--- config.mk ---
export PLATFORM = sky130hd
export DESIGN_NAME = seq_serializer
export DESIGN_NICKNAME = d
export VERILOG_FILES = /design/src/rtl/seq_pkg.sv /design/src/rtl/seq_match_model.sv /design/src/rtl/seq_serializer.sv
export SDC_FILE = /design/constraint.sdc
export NUM_CORES = 1
export LEC_CHECK = 0
export CAP_MARGIN = 20
export CELL_PAD_IN_SITES_DETAIL_PLACEMENT = 1
export CELL_PAD_IN_SITES_GLOBAL_PLACEMENT = 2
export CORE_MARGIN = 2
export CORE_UTILIZATION = 38
export DETAILED_ROUTE_END_ITERATION = 10
export PLACE_DENSITY = 0.89
export SLEW_MARGIN = 20
export SYNTH_ARGS = -nofsm -noshare
export SYNTH_HDL_FRONTEND = slang
export SYNTH_SLANG_ARGS = --single-unit
--- constraint.sdc ---
create_clock -name clk -period 3.6 [get_ports clk]
set_input_delay 0.72 -clock clk [delete_from_list [all_inputs] [get_ports clk]]
set_output_delay 0.72 -clock clk [all_outputs]
set_load 0.1 [all_outputs]
--- src/rtl/seq_pkg.sv ---
// Encodings and defaults shared between the serializer and the downstream
// 1100 detector, so both sides agree on state names and timing.
package seq_pkg;

  typedef enum logic [2:0] {
    ST_IDLE   = 3'd0,
    ST_SETUP  = 3'd1,
    ST_STROBE = 3'd2,
    ST_HOLD   = 3'd3,
    ST_DONE   = 3'd4
  } seq_state_e;

  typedef enum logic [1:0] {
    M0 = 2'd0,
    M1 = 2'd1,
    M2 = 2'd2,
    M3 = 2'd3
  } match_state_e;

  localparam int unsigned GAP_DEFAULT = 4;
  localparam int unsigned MAX_LEN     = 16;

  // Lengths above the payload width are treated as a full 16-bit frame.
  function automatic logic [4:0] clamp_len(input logic [4:0] len);
    return (len > 5'(MAX_LEN)) ? 5'(MAX_LEN) : len;
  endfunction

endpackage

--- src/rtl/seq_match_model.sv ---
// 1100 sequence model advanced once per strobe; also usable as a scoreboard
// reference for the detector.
module seq_match_model
  import seq_pkg::*;
(
  input  logic         clk,
  input  logic         rst,
  input  logic         advance,
  input  logic         sample_bit,
  output match_state_e state,
  output logic [3:0]   match_cnt
);

  match_state_e state_next;

  // NOTE: every signal assigned in always_comb gets a default first, so no path leaves it unassigned and no latch is inferred.
  always_comb begin
    state_next = state;
    if (advance) begin
      case (state)
        M0:      state_next = sample_bit ? M1 : M0;
        M1:      state_next = sample_bit ? M2 : M0;
        M2:      state_next = sample_bit ? M2 : M3;
        M3:      state_next = sample_bit ? M1 : M0;
        default: state_next = M0;
      endcase
    end
  end

  // NOTE: sequential state uses non-blocking assignments so every register samples pre-edge values.
  always_ff @(posedge clk or posedge rst) begin
    if (rst) begin
      state     <= M0;
      match_cnt <= 4'd0;
    end else begin
      state <= state_next;
      if (advance && state == M3 && !sample_bit)
        match_cnt <= match_cnt + 4'd1;
    end
  end

endmodule

--- src/rtl/seq_serializer.sv ---
// Serializes an MSB-first frame onto sw_out, issuing one strobe per bit with
// a fixed setup/strobe/hold cadence, and counts 1100 patterns on the way out.
module seq_serializer
  import seq_pkg::*;
#(
  parameter int unsigned GAP = GAP_DEFAULT
) (
  input  logic        clk,
  input  logic        rst,
  input  logic        start,
  input  logic [15:0] data,
  input  logic [4:0]  len,
  output logic        sw_out,
  output logic        strobe,
  output logic        busy,
  output logic        done,
  output logic [3:0]  match_cnt
);

  localparam logic [7:0] GAP_LAST = 8'(GAP - 1);

  seq_state_e  state, state_next;
  logic [15:0] frame;
  logic [3:0]  bit_idx;
  logic [7:0]  gap_cnt;
  logic [4:0]  eff_len;
  logic [3:0]  first_idx;

  assign eff_len   = clamp_len(len);
  assign first_idx = 4'(eff_len - 5'd1);

  always_ff @(posedge clk or posedge rst) begin
    if (rst) state <= ST_IDLE;
    else     state <= state_next;
  end

  always_comb begin
    state_next = state;
    case (state)
      ST_IDLE:   if (start) state_next = (eff_len == 5'd0) ? ST_DONE : ST_SETUP;
      ST_SETUP:  state_next = ST_STROBE;
      ST_STROBE: state_next = ST_HOLD;
      ST_HOLD:   if (gap_cnt == GAP_LAST)
                   state_next = (bit_idx == 4'd0) ? ST_DONE : ST_SETUP;
      ST_DONE:   state_next = ST_IDLE;
      default:   state_next = ST_IDLE;
    endcase
  end

  // sw_out is registered and only changes when a new bit is launched, so it
  // stays put through SETUP/STROBE/HOLD/DONE and while idle.
  always_ff @(posedge clk or posedge rst) begin
    if (rst) begin
      frame   <= 16'd0;
      bit_idx <= 4'd0;
      gap_cnt <= 8'd0;
      sw_out  <= 1'b0;
    end else begin
      case (state)
        ST_IDLE: if (start && eff_len != 5'd0) begin
          frame   <= data;
          bit_idx <= first_idx;
          sw_out  <= data[first_idx];
        end
        ST_STROBE: gap_cnt <= 8'd0;
        ST_HOLD: if (gap_cnt == GAP_LAST) begin
          if (bit_idx != 4'd0) begin
            bit_idx <= bit_idx - 4'd1;
            sw_out  <= frame[bit_idx - 4'd1];
          end
        end else begin
          gap_cnt <= gap_cnt + 8'd1;
        end
        default: ;
      endcase
    end
  end

  assign strobe = (state == ST_STROBE);
  assign busy   = (state != ST_IDLE);
  assign done   = (state == ST_DONE);

  match_state_e match_state;

  seq_match_model u_match (
    .clk        (clk),
    .rst        (rst),
    .advance    (strobe),
    .sample_bit (sw_out),
    .state      (match_state),
    .match_cnt  (match_cnt)
  );

endmodule

## After elaboration in Yosys (flattened, before gate mapping)

Cells that the tools add are included.

- Word-level logic and storage cells: 69
- Output and inout port bits: 8
- Memory bits (read-only): 0
- Input bits: 24
- Memories: 0
- Latch bits: 0
- Register bits after elaboration: 38
- RAM bits: 0

- Magnitude comparators: 3
- Bitwise gates (word level): 0
- Reductions and logical operators: 18
- Multiply operators: 0
- Equality and inequality tests: 13
- Divide/modulo/power cells: 0
- Add/sub/neg operators: 4
- Muxes and demuxes: 24
- Shifts and indexed selects: 0

Operator list:

| cell | count |
|---|---|
| $pmux W8 S2 | 1 |
| $mux W3 | 4 |
| $mux W4 | 3 |
| $pmux W3 S4 | 1 |
| $lt A4 B5 Y1 const B | 2 |
| $ne A2 B2 Y1 const B | 5 |
| $add A8 B1 Y8 const B | 1 |
| $bmux W1 S4 | 2 |
| $eq A8 B2 Y1 const B | 1 |
| $mux W8 | 1 |
| $pmux W4 S2 | 1 |
| $sub A4 B1 Y4 const B | 2 |
| $mux W1 | 7 |
| $eq A3 B2 Y1 const B | 2 |
| $pmux W2 S3 | 1 |
| $reduce_and A2 Y1 | 3 |
| $gt A5 B5 Y1 const B | 1 |
| $logic_not A5 Y1 | 1 |
| $mux W5 | 1 |
| $reduce_bool A5 Y1 | 1 |
| $add A4 B1 Y4 const B | 1 |
| $eq A2 B2 Y1 const B | 2 |
| $logic_not A4 Y1 | 1 |
| $reduce_and A4 Y1 | 1 |
| 13 further kinds | 16 |

## Depth between registers and ports, before layout

- Depth after elaboration: 7
- Depth in mapped cells: 10
- Depth with buffers taken out: 10

## Modules after synthesis

Synthesis repeated with hierarchy kept, for this count alone.

- Cells, all modules: 199
- Area total of the unflattened synthesis: 2202.1 um^2

By module, submodules not included:

| module | cells an instance | area an instance (um^2) | seq. area each (um^2) | instances |
|---|---|---|---|---|
| seq_serializer | 173 | 1891.8 | 800.8 | 1 |
| seq_match_model | 26 | 310.3 | 150.1 | 1 |

## Least setup slack after synthesis

No wires, ideal clock.

- Kind: flip-flop to output port
- Start point: register state[1]
- End point: output done
- Buffers on the path: 1
- Data required time: 2.880 ns
- Stages on the path, launching flop included: 3
- Data arrival time: 2.705 ns
- Path slack: 0.175 ns
- Cell sequence: dfrtp_1 buf_2 nor3b_1

- Longest elaborated chain between the ends: 1

RTL lines:

| item | line | RTL |
|---|---|---|
| from (decl) | seq_serializer.sv:22 | `seq_state_e state, state_next;` |
| from (signal assigned) | seq_serializer.sv:34 | `else state <= state_next;` |
| $eq A3 B3 Y1 | seq_serializer.sv:81 | `assign done = (state == ST_DONE);` |
| to (decl) | seq_serializer.sv:16 | `output logic done,` |

No other way between the ends.

## Final worst setup path

- Start point: input len[4]
- End point: register frame[3]

- Longest elaborated chain between the ends: 5

RTL lines:

| item | line | RTL |
|---|---|---|
| from (decl) | seq_serializer.sv:12 | `input logic [4:0] len,` |
| $gt A5 B5 Y1 | seq_pkg.sv:25 | `return (len > 5'(MAX_LEN)) ? 5'(MAX_LEN) : len;` |
| $mux W5 (*) | seq_pkg.sv:25 |  |
| $reduce_bool A5 Y1 (*) | seq_serializer.sv:60 | `ST_IDLE: if (start && eff_len != 5'd0) begin` |
| $logic_and A1 B1 Y1 (*) | seq_serializer.sv:60 |  |
| $reduce_and A2 Y1 (no source line) (*) | -- |  |
| to (signal assigned) | seq_serializer.sv:61 | `frame <= data;` |
| to (decl) | seq_serializer.sv:23 | `logic [15:0] frame;` |

Mark *: on every way between the ends. The rest lies on a longest branch, timed or not.
A chain may end at the register's enable or synchronous reset.

==> metrics.md <==
| Metric | Value |
|---|---|
| Outcome | `completed` |
| Cells after Synth | `195` |
| TritonCTS clock tree | `yes` |
| Post-layout min period | `3.13 ns` |
| Worst Path Buf+Inv | `3` |
| Worst-Skew Late Latency | `0.29 ns` |
| Final WL | `5000 um` |
| Post-DR wirelength/cell | `16.3 um` |
| Final Max Slew Viols | `0` |
| H-tree depth | `2` |
| Worst EP required | `3.78 ns` |
| Clock Tree Buf Depth | `2` |
| I/O Buffers | `31` |
| Post-CTS sizing | `0` |
| Least-Margin Pin Slew | `0.966 ns` |
| Fmax | `0.320 GHz` |
| Placed cell count | `298` |
| Synth Register Bits | `38` |
| Clk slew on worst S/H paths | `0.08 ns` |
| Slowest stage cell, crit path | `clkdlybuf4s50_1` |
| Number of buffers created by CTS | `5` |
| Clock root cell | `clkbuf_8` |
| Drt first pass iters | `4` |
| Post-CTS setup buffer count | `0` |
| Fraction of layout cells with a size suffix above 1 | `20.5%` |
| Static Leakage | `0.00120 uW` |
| Final worst path period share | `86.9%` |
| Fin Clk Skew | `0.00422 ns` |
| Max cap viols | `0` |
| Uppermost layer routed | `met4` |
| DIE WIDTH | `80.2 um` |
| Total global-route track usage | `16.7%` |
| Distinct cells, synth | `45` |
| Worst slew margin | `35.4%` |
| GP Congestion | `0.783` |
| Largest net degree at the start of global routing | `39` |
| PD cells | `841 mW/mm2` |
| Mapped Area | `0.00221 mm2` |
| Dpl hpwl | `3780 um` |
| Die H | `80.2 um` |
| Worst VDD drop | `0.452 mV` |
| CTS Sinks | `38` |
| Design Power | `2340 uW` |
| Core area | `0.00557 mm2` |
| Post-synth EDFFs | `0` |
| Critical Path, Cell by Cell | `clkdlybuf4s50_1 > nor2_1 > inv_1 > ha_1 > nor4b_2 > nand3b_2 > buf_12 > mux2_2` |
| Register-to-register setup slack | `1.17 ns` |
| First-pass GRT wire length | `8180 um` |
| Setup_tns | `0 ns` |
| Initial antenna violation count | `0` |
| Ys Warns | `0` |
| Post-synth top flop | `dfrtp_1` |
| CP delay by family, top | `buffers and inverters` |
| DRT antenna net count | `0` |
| Commonest non-fill, non-tap cell in the layout | `dfrtp_1` |
| GRT overflow | `0` |
| Syn nets | `227` |
| Post-synthesis sequential area ratio | `43.1%` |
| Commonest cells after routing, fill and taps aside | `dfrtp_1, clkdlybuf4s50_1, mux2_2` |
| Crit path kind | `primary input to register` |
| Vias per cell | `5.29` |
| Startpoint Class | `primary input` |
| Antenna Cells | `0` |
| DRC | `0` |
| HP Class | `register to register` |
| Crit-path max FO | `10` |
| DRT iter0 DRCs | `61` |
| Syn_area_per_cell | `11.3 um2` |
| Io pins | `32` |
| Initial Utilization | `39.6%` |
| Worst stage delay on the critical path | `0.62 ns` |
| Vias | `1618` |
| Final Hold Viols | `0` |
| RSZ-0062 raised after global routing | `false` |
| Vias in the first global route | `1648` |
| Die ar. | `0.00643 mm2` |
| M1 WL | `2280 um` |
| Met2 WL | `2570 um` |
| Non-Filler Instances | `306` |
| Hold-fix buffers, CTS | `0` |
| FP Rows | `27` |
| Met3 wire length | `110 um` |
| Syn-to-layout area delta | `25.8%` |
| Final setup fails | `0` |
| Final #Nets | `265` |
| Critical Path End Type | `register` |
| Crit path DAT | `3.31 ns` |
| Fraction of registers with async set/reset | `100%` |
[synthesized netlist by cell type, types with 2 or more instances]
cell,number,area (um2)
nor2_1,16,60.1
ha_1,8,100
nor3b_1,4,30.0
nor3_1,6,30.0
a21oi_1,7,35.0
nand4_1,3,18.8
dfrtp_1,38,951
xnor2_1,6,52.6
mux2i_1,9,90.1
o21bai_1,2,15.0
and3b_1,2,17.5
clkbuf_1,2,7.51
o21ai_0,8,40.0
mux2_2,20,225
buf_2,3,15.0
nand3_1,3,15.0
xor2_1,8,70.1
mux4_2,4,90.1
nand2b_1,3,18.8
inv_1,9,33.8
nand2_1,10,37.5
[where the power goes]
group          total (uW)  switching, uW  internal, uW  leakage, uW
Combinational        1120            604           513     0.000662
Clock                 443            165           278    0.0000683
Sequential            775            169           607     0.000471
Total                2340            938          1400      0.00120
[per-stage QoR]
stage	instance area (um2)	util (%)	hold WS (ns)	setup slack (ns)
after CTS	2780	49.8	0.483	0.470
final	2780	49.8	0.473	0.473
after global placement	2640	47.3	0.461	0.263
after detailed placement	2640	47.3	0.468	0.152
after floorplan	2210	-	0.474	0.175
after global routing	2780	49.8	0.507	0.271
[cell families after synthesis]
| group | after synthesis | synth area share (%) |
|---|---|---|
| buffers and inverters | 15 | 3.06 |
| xor gates and xnor gates | 15 | 6.80 |
| adders and majority gates | 8 | 4.54 |
| AOI/OAI and AO/OA | 27 | 8.11 |
| muxes | 35 | 19.6 |
| and+or+nand+nor | 57 | 14.9 |
| DFF | 38 | 43.1 |
[registers in the layout, summed over array words and instances, names as in the netlist]
register,cells
u_match.state,2
frame,16
u_match.match_cnt,4
state,3
bit_idx,4
gap_cnt,8
sw_out,1
[layout make-up]
class / instances / area (um2)
sequential: 38 / 951
multi-input combinational: 142 / 1190
inverter: 9 / 33.8
clock inverter: 3 / 68.8
fill: 633 / 2800
clock buffer: 5 / 68.8
tap: 72 / 90.1
timing repair buffer: 37 / 375
[routing by layer]
metal / up-vias / GRT usage (%)
met5: - / 0
met1: 821 / 21.7
met3: 4 / 3.71
li1: 770 / -
met4: 0 / 4.07
met2: 23 / 28.0
[final timing paths]
path,startpoint,end,cells past startpoint
setup / recovery,len[4],frame[3],8
hold / removal,u_match.match_cnt[3],u_match.match_cnt[3],1
setup reg to reg,bit_idx[0],sw_out,7
hold reg to reg,u_match.match_cnt[3],u_match.match_cnt[3],1
max in group asynchronous,rst,bit_idx[0],3
min in group asynchronous,rst,frame[6],3
No activity file was read; power rests on OpenSTA's default activity.
